--- src/rtl/handshake_pkg.sv ---
// Shared types and width helpers for the ready/valid transmitter slice.
package handshake_pkg;

  localparam int unsigned HS_WIDTH = 4;
  localparam int unsigned HS_DEPTH = 4;
  localparam int unsigned HS_PTRW  = $clog2(HS_DEPTH);
  localparam int unsigned HS_CNTW  = $clog2(HS_DEPTH + 1);

  typedef logic [HS_WIDTH-1:0] hs_word_t;

  // Storage operation resolved for one clock edge (flush handled separately).
  typedef enum logic [1:0] {
    FIFO_HOLD,
    FIFO_PUSH,
    FIFO_POP,
    FIFO_BOTH
  } fifo_op_e;

  function automatic int unsigned ptr_width(input int unsigned depth);
    return (depth > 1) ? $clog2(depth) : 1;
  endfunction

  function automatic int unsigned cnt_width(input int unsigned depth);
    return $clog2(depth + 1);
  endfunction

endpackage

--- src/rtl/handshake_tx_fifo.sv ---
// Circular word store for handshake_tx: pointers, occupancy and a flush
// that can optionally keep the currently presented head entry.
module handshake_tx_fifo
  import handshake_pkg::*;
#(
  parameter int unsigned WIDTH = HS_WIDTH,
  parameter int unsigned DEPTH = HS_DEPTH
) (
  input  logic                          CLK,
  input  logic                          ASYNCRESETN,
  input  logic                          push,
  input  logic [WIDTH-1:0]              wdata,
  input  logic                          pop,
  input  logic                          flush,
  input  logic                          keep_head,
  output logic [WIDTH-1:0]              rdata,
  output logic [cnt_width(DEPTH)-1:0]   count
);

  localparam int unsigned PW = ptr_width(DEPTH);
  localparam int unsigned CW = cnt_width(DEPTH);

  logic [WIDTH-1:0] mem [DEPTH];
  logic [PW-1:0]    wr_ptr;
  logic [PW-1:0]    rd_ptr;
  logic [PW-1:0]    rd_ptr_adv;
  logic [CW-1:0]    count_q;
  logic             do_write;
  fifo_op_e         op;

  assign do_write   = push && !flush;
  assign rd_ptr_adv = pop ? rd_ptr + PW'(1) : rd_ptr;

  always_comb begin
    op = FIFO_HOLD;
    if (do_write && pop) begin
      op = FIFO_BOTH;
    end else if (do_write) begin
      op = FIFO_PUSH;
    end else if (pop) begin
      op = FIFO_POP;
    end
  end

  always_ff @(posedge CLK or negedge ASYNCRESETN) begin
    if (!ASYNCRESETN) begin
      wr_ptr  <= '0;
      rd_ptr  <= '0;
      count_q <= '0;
    end else begin
      rd_ptr <= rd_ptr_adv;
      if (flush) begin
        // A presented head that is not popped this edge must survive the flush.
        if (keep_head) begin
          wr_ptr  <= rd_ptr + PW'(1);
          count_q <= CW'(1);
        end else begin
          wr_ptr  <= rd_ptr_adv;
          count_q <= '0;
        end
      end else begin
        unique case (op)
          FIFO_PUSH: begin
            wr_ptr  <= wr_ptr + PW'(1);
            count_q <= count_q + CW'(1);
          end
          FIFO_POP: begin
            count_q <= count_q - CW'(1);
          end
          FIFO_BOTH: begin
            wr_ptr <= wr_ptr + PW'(1);
          end
          default: ;
        endcase
      end
    end
  end

  always_ff @(posedge CLK) begin
    if (do_write) begin
      mem[wr_ptr] <= wdata;
    end
  end

  assign rdata = mem[rd_ptr];
  assign count = count_q;

endmodule

--- src/rtl/handshake_tx.sv ---
// Ready/valid initiator: queues producer words and presents them downstream,
// holding valid/data until accepted, with an optional idle gap per transfer.
module handshake_tx
  import handshake_pkg::*;
#(
  parameter int unsigned WIDTH = HS_WIDTH,
  parameter int unsigned DEPTH = HS_DEPTH,
  parameter int unsigned GAP   = 0,
  parameter int unsigned CNTW  = 8
) (
  input  logic                         CLK,
  input  logic                         ASYNCRESETN,
  input  logic                         push_valid,
  input  logic [WIDTH-1:0]             push_data,
  output logic                         push_ready,
  input  logic                         flush,
  output logic                         handshake_valid,
  input  logic                         handshake_ready,
  output logic [WIDTH-1:0]             handshake_data,
  output logic [$clog2(DEPTH+1)-1:0]   count,
  output logic [CNTW-1:0]              xfer_count
);

  localparam int unsigned CW = cnt_width(DEPTH);
  localparam int unsigned GW = (GAP > 0) ? $clog2(GAP + 1) : 1;
  localparam logic [GW-1:0] GAP_LOAD = GW'(GAP);

  logic [CW-1:0]   fifo_count;
  logic [GW-1:0]   gap_cnt;
  logic [CNTW-1:0] xfer_q;
  logic            push_fire;
  logic            pop_fire;
  logic            keep_head;

  // Valid depends on registered state only, so it can never glitch on inputs.
  assign handshake_valid = (fifo_count != '0) && (gap_cnt == '0);
  assign push_ready      = (fifo_count != CW'(DEPTH));
  assign push_fire       = push_valid && push_ready;
  assign pop_fire        = handshake_valid && handshake_ready;
  assign keep_head       = handshake_valid && !handshake_ready;

  handshake_tx_fifo #(
    .WIDTH (WIDTH),
    .DEPTH (DEPTH)
  ) u_fifo (
    .CLK         (CLK),
    .ASYNCRESETN (ASYNCRESETN),
    .push        (push_fire),
    .wdata       (push_data),
    .pop         (pop_fire),
    .flush       (flush),
    .keep_head   (keep_head),
    .rdata       (handshake_data),
    .count       (fifo_count)
  );

  always_ff @(posedge CLK or negedge ASYNCRESETN) begin
    if (!ASYNCRESETN) begin
      gap_cnt <= '0;
    end else if (pop_fire) begin
      gap_cnt <= GAP_LOAD;
    end else if (gap_cnt != '0) begin
      gap_cnt <= gap_cnt - GW'(1);
    end
  end

  always_ff @(posedge CLK or negedge ASYNCRESETN) begin
    if (!ASYNCRESETN) begin
      xfer_q <= '0;
    end else if (pop_fire) begin
      xfer_q <= xfer_q + CNTW'(1);
    end
  end

  assign count      = fifo_count;
  assign xfer_count = xfer_q;

endmodule

--- config.mk ---
export PLATFORM = sky130hd
export DESIGN_NAME = handshake_tx
export DESIGN_NICKNAME = d
export VERILOG_FILES = /design/src/rtl/handshake_pkg.sv /design/src/rtl/handshake_tx_fifo.sv /design/src/rtl/handshake_tx.sv
export SDC_FILE = /design/constraint.sdc
export NUM_CORES = 1
export LEC_CHECK = 0
export BUFFER_PORTS_ARGS = -buffer_cell sky130_fd_sc_hd__clkbuf_2
export CORE_MARGIN = 1.5
export CORE_UTILIZATION = 30
export CTS_BUF_LIST = sky130_fd_sc_hd__clkbuf_8
export CTS_CLUSTER_DIAMETER = 40
export DETAILED_ROUTE_END_ITERATION = 10
export GPL_TIMING_DRIVEN = 0
export HOLD_SLACK_MARGIN = 0.03
export PLACE_DENSITY = 0.48
export SETUP_SLACK_MARGIN = 0.15
export SLEW_MARGIN = 10
export SYNTH_ARGS = -nofsm -noshare
export SYNTH_HDL_FRONTEND = slang
export SYNTH_SLANG_ARGS = --single-unit
--- constraint.sdc ---
create_clock -name CLK -period 3.46 [get_ports CLK]
set_input_delay 0.692 -clock CLK [delete_from_list [all_inputs] [get_ports CLK]]
set_output_delay 0.692 -clock CLK [all_outputs]
set_load 0.05 [all_outputs]
== Word level (Yosys, flattened, before mapping) ==
Memory sizes are Yosys's and may differ from the RTL's.
Index checks and enable logic that the tools add are counted.
Word-level totals
  register bits after elaboration: 16
  bits in writable memories: 16
  memories: 1
Cells by class
  add/subtract/negate cells: 6
  eq/ne operators: 4
  muxes and demuxes: 14
  bitwise operators: 1
  reductions and logical operators: 12
Memory list
  u_fifo.mem: words 4, width 4, rd ports 1, clocked after memory_dff 0, write ports 1, RTL line handshake_tx_fifo.sv:23  | logic [WIDTH-1:0] mem [DEPTH];
Operators by type and width (count)
  $mux W2: 7
  $add A8 B1 Y8 const B: 1
  $logic_and A1 B1 Y1: 6
  $pmux W3 S2: 1
  $reduce_bool A3 Y1: 2
  $mux W1: 5
  $add A2 B1 Y2 const B: 2
  $eq A2 B2 Y1 const B: 2
  $add A3 B1 Y3 const B: 1
  $mux W3: 1
  $ne A3 B3 Y1 const B: 1
  $sub A3 B1 Y3 const B: 1
  $eq A2 B1 Y1 const B: 1
  $logic_not A1 Y1: 2
  $reduce_bool A2 Y1: 1
  $reduce_or A2 Y1: 1
  $not A1 Y1: 1
  $sub A1 B1 Y1 const B: 1

== Longest topological paths before layout ==
Gate-level depths: netlist of the first run.
  depth after elaboration: 10
  mapped depth: 10

== Modules after synthesis ==
From an unflattened synthesis of the first run, not the netlist that was laid out.
Second synthesis, totals
  cell total of the unflattened synthesis: 106
  area, all modules: 1471.4 um^2
Modules (own cells, without submodules)
  handshake_tx_fifo: times used 1, cells an instance 70, area an instance 1082.3 um^2
  handshake_tx: times used 1, cells an instance 36, area an instance 389.1 um^2

== Least setup slack after synthesis of the first run ==
Ideal clock, no wire load.
  kind: register to register
  start: reg u_fifo.count_q[0] (netlist: u_fifo.count[0])
  end: reg u_fifo.count_q[2] (netlist: u_fifo.count[2])
  setup time: 125 ps
  data arrival time: 2300 ps
  setup slack: 1035 ps
  stages on the path, launching flop included: 11
  path buffers: 2
  period minus slack after synthesis: 2425 ps
  cells stage by stage: dfrtp_1 > buf_4 > or3_1 > buf_2 > nand2_1 > nor2_1 > fa_1 > nand2_1 > xnor2_1 > a21oi_1 > a21oi_1
On the way
  cells in the longest elaborated chain, start to end: 9
  elaborated cells on any way between the ends: 17
  those cells by class: add/sub: 2; eq/ne: 3; mux: 5; reduce/logical: 7
RTL lines
  start, declared: RTL line handshake_tx_fifo.sv:27  | logic [CW-1:0] count_q;
  start signal, assigned: RTL line handshake_tx_fifo.sv:65  | count_q <= count_q + CW'(1);
  start signal, assigned: RTL line handshake_tx_fifo.sv:68  | count_q <= count_q - CW'(1);
  $reduce_bool A3 Y1 *: RTL line handshake_tx.sv:36  | assign handshake_valid = (fifo_count != '0) && (gap_cnt == '0);
  $logic_and A1 B1 Y1 *: RTL line handshake_tx.sv:36
  named net handshake_valid: RTL line handshake_tx.sv:17  | output logic handshake_valid,
  $logic_and A1 B1 Y1 *: RTL line handshake_tx.sv:39  | assign pop_fire = handshake_valid && handshake_ready;
  $mux W2: RTL line handshake_tx_fifo.sv:40  | end else if (pop) begin
  $mux W2: RTL line handshake_tx_fifo.sv:38  | end else if (do_write) begin
  $mux W2 *: RTL line handshake_tx_fifo.sv:36  | if (do_write && pop) begin
  $eq A2 B2 Y1 / $eq A2 B1 Y1 (equally long branches): RTL line handshake_tx_fifo.sv:62  | unique case (op)
  $pmux W3 S2: RTL line handshake_tx_fifo.sv:62
  $mux W3: RTL line handshake_tx_fifo.sv:52  | if (flush) begin
Mark *: on every way through the listed nets, which the timed path passes. The rest lies on a longest branch.
A chain may end at the register's enable or synchronous reset.

== Worst setup path in the final report of the first run ==
  start: reg u_fifo.rd_ptr[0]
  end: out handshake_data[1]
On the way
  cells in the longest elaborated chain, start to end: 1
RTL lines
  start, declared: RTL line handshake_tx_fifo.sv:25  | logic [PW-1:0] rd_ptr;
  start signal, assigned: RTL line handshake_tx_fifo.sv:51  | rd_ptr <= rd_ptr_adv;
  $mem_v2 Z4 W4
  end, declared: RTL line handshake_tx.sv:19  | output logic [WIDTH-1:0] handshake_data,
No other way between the ends.

==> impl_metrics.toml, run 1 <==
[sta]
worstMarginPinSlew_ns = 0.388
fin_crit_ns = 2.32
layout_setup_ws_ns = 1.14
period_share_pct = 67.0
clock.fmax_mhz = 431
tns_ns = 0
rsz0062_at_grt = "false"
report.final.slew_viol_count = 0
finalSetupViolCount = 0
skew_ns = 0.00172
slew_headroom_pct = 74.1
finalHoldViolCount = 0

[critical_path]
crit_arrival_ns = 1.63
crit_chain = "buf_2, mux4_2, clkbuf_2"
worstPathRequired_ns = 2.77
reg2regPathDepth = 10
r2r-start = "u_fifo.count[0]$_DFFE_PN0P_"
crit_start = "u_fifo.rd_ptr[0]$_DFF_PN0_"
cp-endpoint = "handshake_data[1]"
max_stage_delay_ns = 0.54
path_max_fanout = 8
crit_path_end_kind = "primary output"
critPathSlowestCell = "mux4_2"
critPathLaunchType = "flop"
reg2reg_slack_ns = 1.25
r2r_end = "u_fifo.count[2]$_DFFE_PN0P_"
setup.worst_path.class = "flop to primary output"

[finish]
fin_area_um2 = 1880
drive_gt1_share_pct = 32.7
multiInputGateArea_um2 = 618
final_cell_mix = "clkbuf_2 (23), edfxtp_1 (16), dfrtp_1 (15)"
seqCellArea_um2 = 856
layoutNonFillerInstCount = 223
finalNetCount = 167
syn2layout_area_growth_pct = 19.8
final_common_cell = "clkbuf_2"
fillers = 513
diodes = 0

[floorplanning]
dieHeight_um = 75.3
dieArea_um2 = 5660
core_area_um2 = 5070
initial_core_util_pct = 30.9
num_io_pins = 26
die_width_um = 75.3
rows = 26

[synthesis]
synth_seq_area_share_pct = 54.6
synth.distinct_cells = 38
synth.ff_latch_count = 31
syn_area_per_cell_um2 = 12.8
synth-edff-count = 16
synth_area_um2 = 1570
async_reset_ff_share_pct = 48.4
ys_warn_count = 0
syn_inst = 122
syn_nets = 137
synthFlopType = "edfxtp_1"

[route]
drtPass1Iterations = 4
wl_met2_um = 1290
wl_met3_um = 131
post-route-drc-count = 0
vias = 988
top_layer_used = "met4"
met1_length_um = 1270
routed_wl_um = 2750
detail-route-antenna-nets = 0
drt-vias-per-instance = 4.43
drt_iter0_markers = 91
wl_per_cell_um = 12.3

[clocking]
hold_buffers = 0
cts_sinks = 31
tritoncts = "done"
cts_buffers = 5
cts_setup_buffers = 0
ctsHtreeMaxLevel = 2
clk_pin_slew_ns = 0.06
clk-insertion-delay-late_ns = 0.28
cts_resized = 0
cts_buffer_depth = 2
clockRootBuffer = "clkbuf_8"

[pwr]
power.density_nw_per_um2 = 952
vdd_drop_max_v = 0.000346
p_leak_uw = 0.000790
p_total_uw = 1790

[global_routing]
grt_start_max_net_pins = 16
track_usage_pct = 11.4
grt_overflow_total = 0
grt_pass1_wl_um = 4610
antenna_found_initial = 0
grt_pass1_vias = 997

[place]
placed_area_um2 = 1770
port_buffers = 23
gp_congestion = 0.849
place_hpwl_um = 2030
placed_cells = 215
dp_slack_ns = 1.15

[worst_hold_path]
hp-class = "input port to async pin"

[job]
cap_violations = 0

[status]
outcome = "finished, final reports clean"
kinds of logic (layout without fill, tap and decap cells):
logic type	Yosys count	in the layout	synth area share [%]
AND/OR/NAND/NOR	39	39	14.1
flip-flops	31	31	54.6
buffers and inverters	14	45	5.91
XOR/XNOR	13	13	7.27
AO/OA/AOI/OAI	12	12	5.03
multiplexers	7	7	7.75
adder cells (fa/ha/maj)	6	6	5.27
where the power goes:
| group | leakage, µW | switching (µW) | internal [µW] |
|---|---|---|---|
| Combinational | 0.000399 | 582 | 303 |
| Sequential | 0.000335 | 79.9 | 480 |
| Clock | 0.0000556 | 131 | 210 |
critical path: cells and delay by family (launching register included):
family | cells | cell delay, ns
muxes | 1 | 0.54
buffers and inverters | 2 | 0.49
DFF | 1 | 0.31
cell usage after synthesis (2+ instances only):
cell type / count / area, µm²
nand2_1: 10 / 37.5
mux2i_1: 2 / 20.0
buf_6: 4 / 45.0
nor3_1: 3 / 15.0
xnor2_1: 9 / 78.8
xor2_1: 4 / 35.0
inv_1: 4 / 15.0
ha_1: 5 / 62.6
dfrtp_1: 15 / 375
nor2_1: 6 / 22.5
nand2_2: 2 / 12.5
edfxtp_1: 16 / 480
nand4_1: 2 / 12.5
mux4_2: 4 / 90.1
a21oi_1: 3 / 15.0
o21ai_0: 2 / 10.0
buf_2: 5 / 25.0
nand3_1: 2 / 10.0
and2_1: 5 / 31.3
layer usage:
metal	GRT usage (%)	vias up
met4	5.36	0
met2	18.0	27
met3	4.02	5
met5	0	-
met1	14.0	467
li1	-	489
how the worst min path moves through the flow:
stage,depth (start not counted),start,slack [ns],to
global placement,1,xfer_count[7]$_DFFE_PN0P_,0.46,xfer_count[7]$_DFFE_PN0P_
finish,1,ASYNCRESETN,0.32,xfer_count[4]$_DFFE_PN0P_
CTS,1,ASYNCRESETN,0.33,xfer_count[1]$_DFFE_PN0P_
detailed placement,1,xfer_count[7]$_DFFE_PN0P_,0.46,xfer_count[7]$_DFFE_PN0P_
floorplan,0,ASYNCRESETN,0.40,u_fifo.count[0]$_DFFE_PN0P_
global route,1,ASYNCRESETN,0.35,xfer_count[5]$_DFFE_PN0P_
final cells by class:
type / count / share of cell area (%)
well taps: 70 / 4.67
inverters: 4 / 0.800
plain buffers: 10 / 4.13
multi-input cells: 77 / 32.9
flip-flops and latches: 31 / 45.6
repair buffers: 23 / 6.13
clock inverters: 3 / 2.07
clock buffers: 5 / 3.67
stage by stage:
stage	hold WS, ns	util (%)
3_5_place_dp	0.464	34.9
3_3_place_gp	0.456	34.9
5_1_grt	0.348	37.0
4_1_cts	0.330	37.0
6_report	0.321	37.0
2_1_floorplan	0.396	-
flip-flops by register name, indices dropped and copies added, names as in the netlist:
signal and cells:
xfer_count 8, u_fifo.count 3, u_fifo.wr_ptr 2, u_fifo.rd_ptr 2, u_fifo.mem 16
(Power assumes the default switching activity.)
==> run 2: changes to the inputs <==
Clock period 3.46 ns to 2.25 ns, I/O delays scaled along.
==> run 2 against run 1 <==
Via count is 8.8% higher. Combinational power is 85% higher. Critical path type is now flop to flop. Critical path depth is 7 higher. Final area is 9.4% higher. Flip-flop and latch count stayed put. Clock power is 55% higher. Critical endpoint is now u_fifo.count[2]$_DFFE_PN0P_. Non-clock buffer count is 11 higher. Largest cell class unchanged.
==> impl_metrics.toml, run 2 (synthesized netlist as in run 1, its figures left out) <==
[floorplanning]
initial_core_util_pct = 30.9
dieHeight_um = 75.3
rows = 26
num_io_pins = 26
die_width_um = 75.3
dieArea_um2 = 5660
core_area_um2 = 5070

[sta]
report.final.slew_viol_count = 0
worstMarginPinSlew_ns = 0.410
skew_ns = 0.00446
clock.fmax_mhz = 481
rsz0062_at_grt = "true"
slew_headroom_pct = 72.7
fin_crit_ns = 2.08
finalHoldViolCount = 0
tns_ns = 0
finalSetupViolCount = 0
period_share_pct = 92.4

[route]
wl_per_cell_um = 13.4
post-route-drc-count = 0
drt-vias-per-instance = 4.59
detail-route-antenna-nets = 0
vias = 1075
routed_wl_um = 3130
drtPass1Iterations = 4
drt_iter0_markers = 63

[finish]
finalNetCount = 178
drive_gt1_share_pct = 46.3
final_cell_mix = "clkbuf_2 (23), edfxtp_1 (16), buf_4 (12), dfrtp_1 (12)"
diodes = 0
final_common_cell = "clkbuf_2"
syn2layout_area_growth_pct = 31.1
largest_reg_flops = 16
fillers = 522
layoutNonFillerInstCount = 234
top_register = "u_fifo.mem"

[place]
port_buffers = 23
gp_congestion = 0.805
place_hpwl_um = 2180
placed_cells = 215

[clocking]
hold_buffers = 0
clk-insertion-delay-late_ns = 0.28
tritoncts = "done"
ctsHtreeMaxLevel = 2
cts_sinks = 31
clk_pin_slew_ns = 0.07
cts_buffer_depth = 2
clockRootBuffer = "clkbuf_8"
cts_buffers = 5

[global_routing]
track_usage_pct = 11.9
grt_start_max_net_pins = 16
grt_overflow_total = 0
grt_pass1_vias = 980
grt_pass1_wl_um = 4850
antenna_found_initial = 0

[critical_path]
crit_path_end_kind = "flop"
setup.worst_path.class = "flop to flop"
worstPathRequired_ns = 2.41
crit_arrival_ns = 2.24
critPathLaunchType = "flop"
path_max_fanout = 7

[status]
outcome = "finished, final reports clean"

[pwr]
vdd_drop_max_v = 0.000558
power.density_nw_per_um2 = 1480
p_leak_uw = 0.000873

[worst_hold_path]
hp-class = "input port to async pin"

[job]
cap_violations = 0
[run 2: changes by cell type in the layout (fill, tap and decap cells not counted), moves of 2 or more]
| cell | before | now |
|---|---|---|
| buf_4 | 1 | 12 |
| dfrtp_1 | 15 | 12 |
| dfrtp_2 | 0 | 3 |
| nand2_4 | 0 | 3 |
| buf_2 | 5 | 3 |
| buf_6 | 4 | 6 |
| nand2_1 | 10 | 8 |
| nor2_1 | 6 | 4 |
| nor2_4 | 0 | 2 |
| nor3_1 | 3 | 1 |
| nor3_2 | 0 | 2 |
[run 2: routing by layer]
layer	track usage, %	up-vias	wire [µm]
li1	-	508	-
met1	14.7	531	1400
met2	19.0	30	1550
met3	3.61	6	120
met4	5.95	0	57
met5	0	-	0
[run 2: path summary, 6_finish.rpt]
check / startpoint / end / slack (ns) / depth (start not counted)
max: u_fifo.count[0]$_DFFE_PN0P_ / u_fifo.count[2]$_DFFE_PN0P_ / 0.17 / 10
min: ASYNCRESETN / xfer_count[6]$_DFFE_PN0P_ / 0.09 / 1
max reg2reg: u_fifo.count[0]$_DFFE_PN0P_ / u_fifo.count[2]$_DFFE_PN0P_ / 0.17 / 10
min reg2reg: xfer_count[7]$_DFFE_PN0P_ / xfer_count[7]$_DFFE_PN0P_ / 0.46 / 1
max in group asynchronous: ASYNCRESETN / u_fifo.count[1]$_DFFE_PN0P_ / 1.85 / 1
min in group CLK: push_data[3] / u_fifo.mem[0][3]$_DFFE_PP_ / 0.39 / 1
[run 2: worst max-delay path: stages (launching register included)]
cell and delay (ns):
dfrtp_2 0.41, buf_6 0.13, or3_4 0.36, buf_6 0.14
nand2_4 0.08, nor2_4 0.04, fa_2 0.39, nand2_4 0.11
xnor2_2 0.06, a21oi_1 0.16, a21oi_1 0.08
[run 2: report_power, final]
group          switching (µW)  internal (µW)
logic                     998            640
registers                 119            742
clock network             208            324
[run 2: cell type report]
class	count	area [µm²]	share of cell area, %
clock inverter	3	38.8	1.89
inverter	4	15.0	0.731
sequential	31	860	41.9
clock buffer	5	68.8	3.35
timing repair buffer	34	198	9.63
tap	70	87.6	4.27
buffer	10	90.1	4.39
multi-input combinational	77	696	33.9
[run 2: stage by stage]
stage / hold WS (ns) / power (µW) / util, % / instance area (µm²) / worst slack [ns]
after global placement: 0.400 / 2280 / 35.5 / 1800 / 0.0969
after detailed placement: 0.402 / 2320 / 35.5 / 1800 / 0.0325
after CTS: 0.101 / 2910 / 38.5 / 1950 / 0.147
after floorplan: 0.154 / 2020 / - / 1600 / 0.0171
final: 0.0874 / 3030 / 40.5 / 2050 / 0.172
after global routing: 0.111 / 3220 / 40.5 / 2050 / 0.0967
[run 2: timing repair]
action                                  4_1_cts  5_1_grt
gates resized for setup                       8        6
pin swaps                                     3        7
endpoints found under the setup margin        6        2
setup buffers                                 2        9
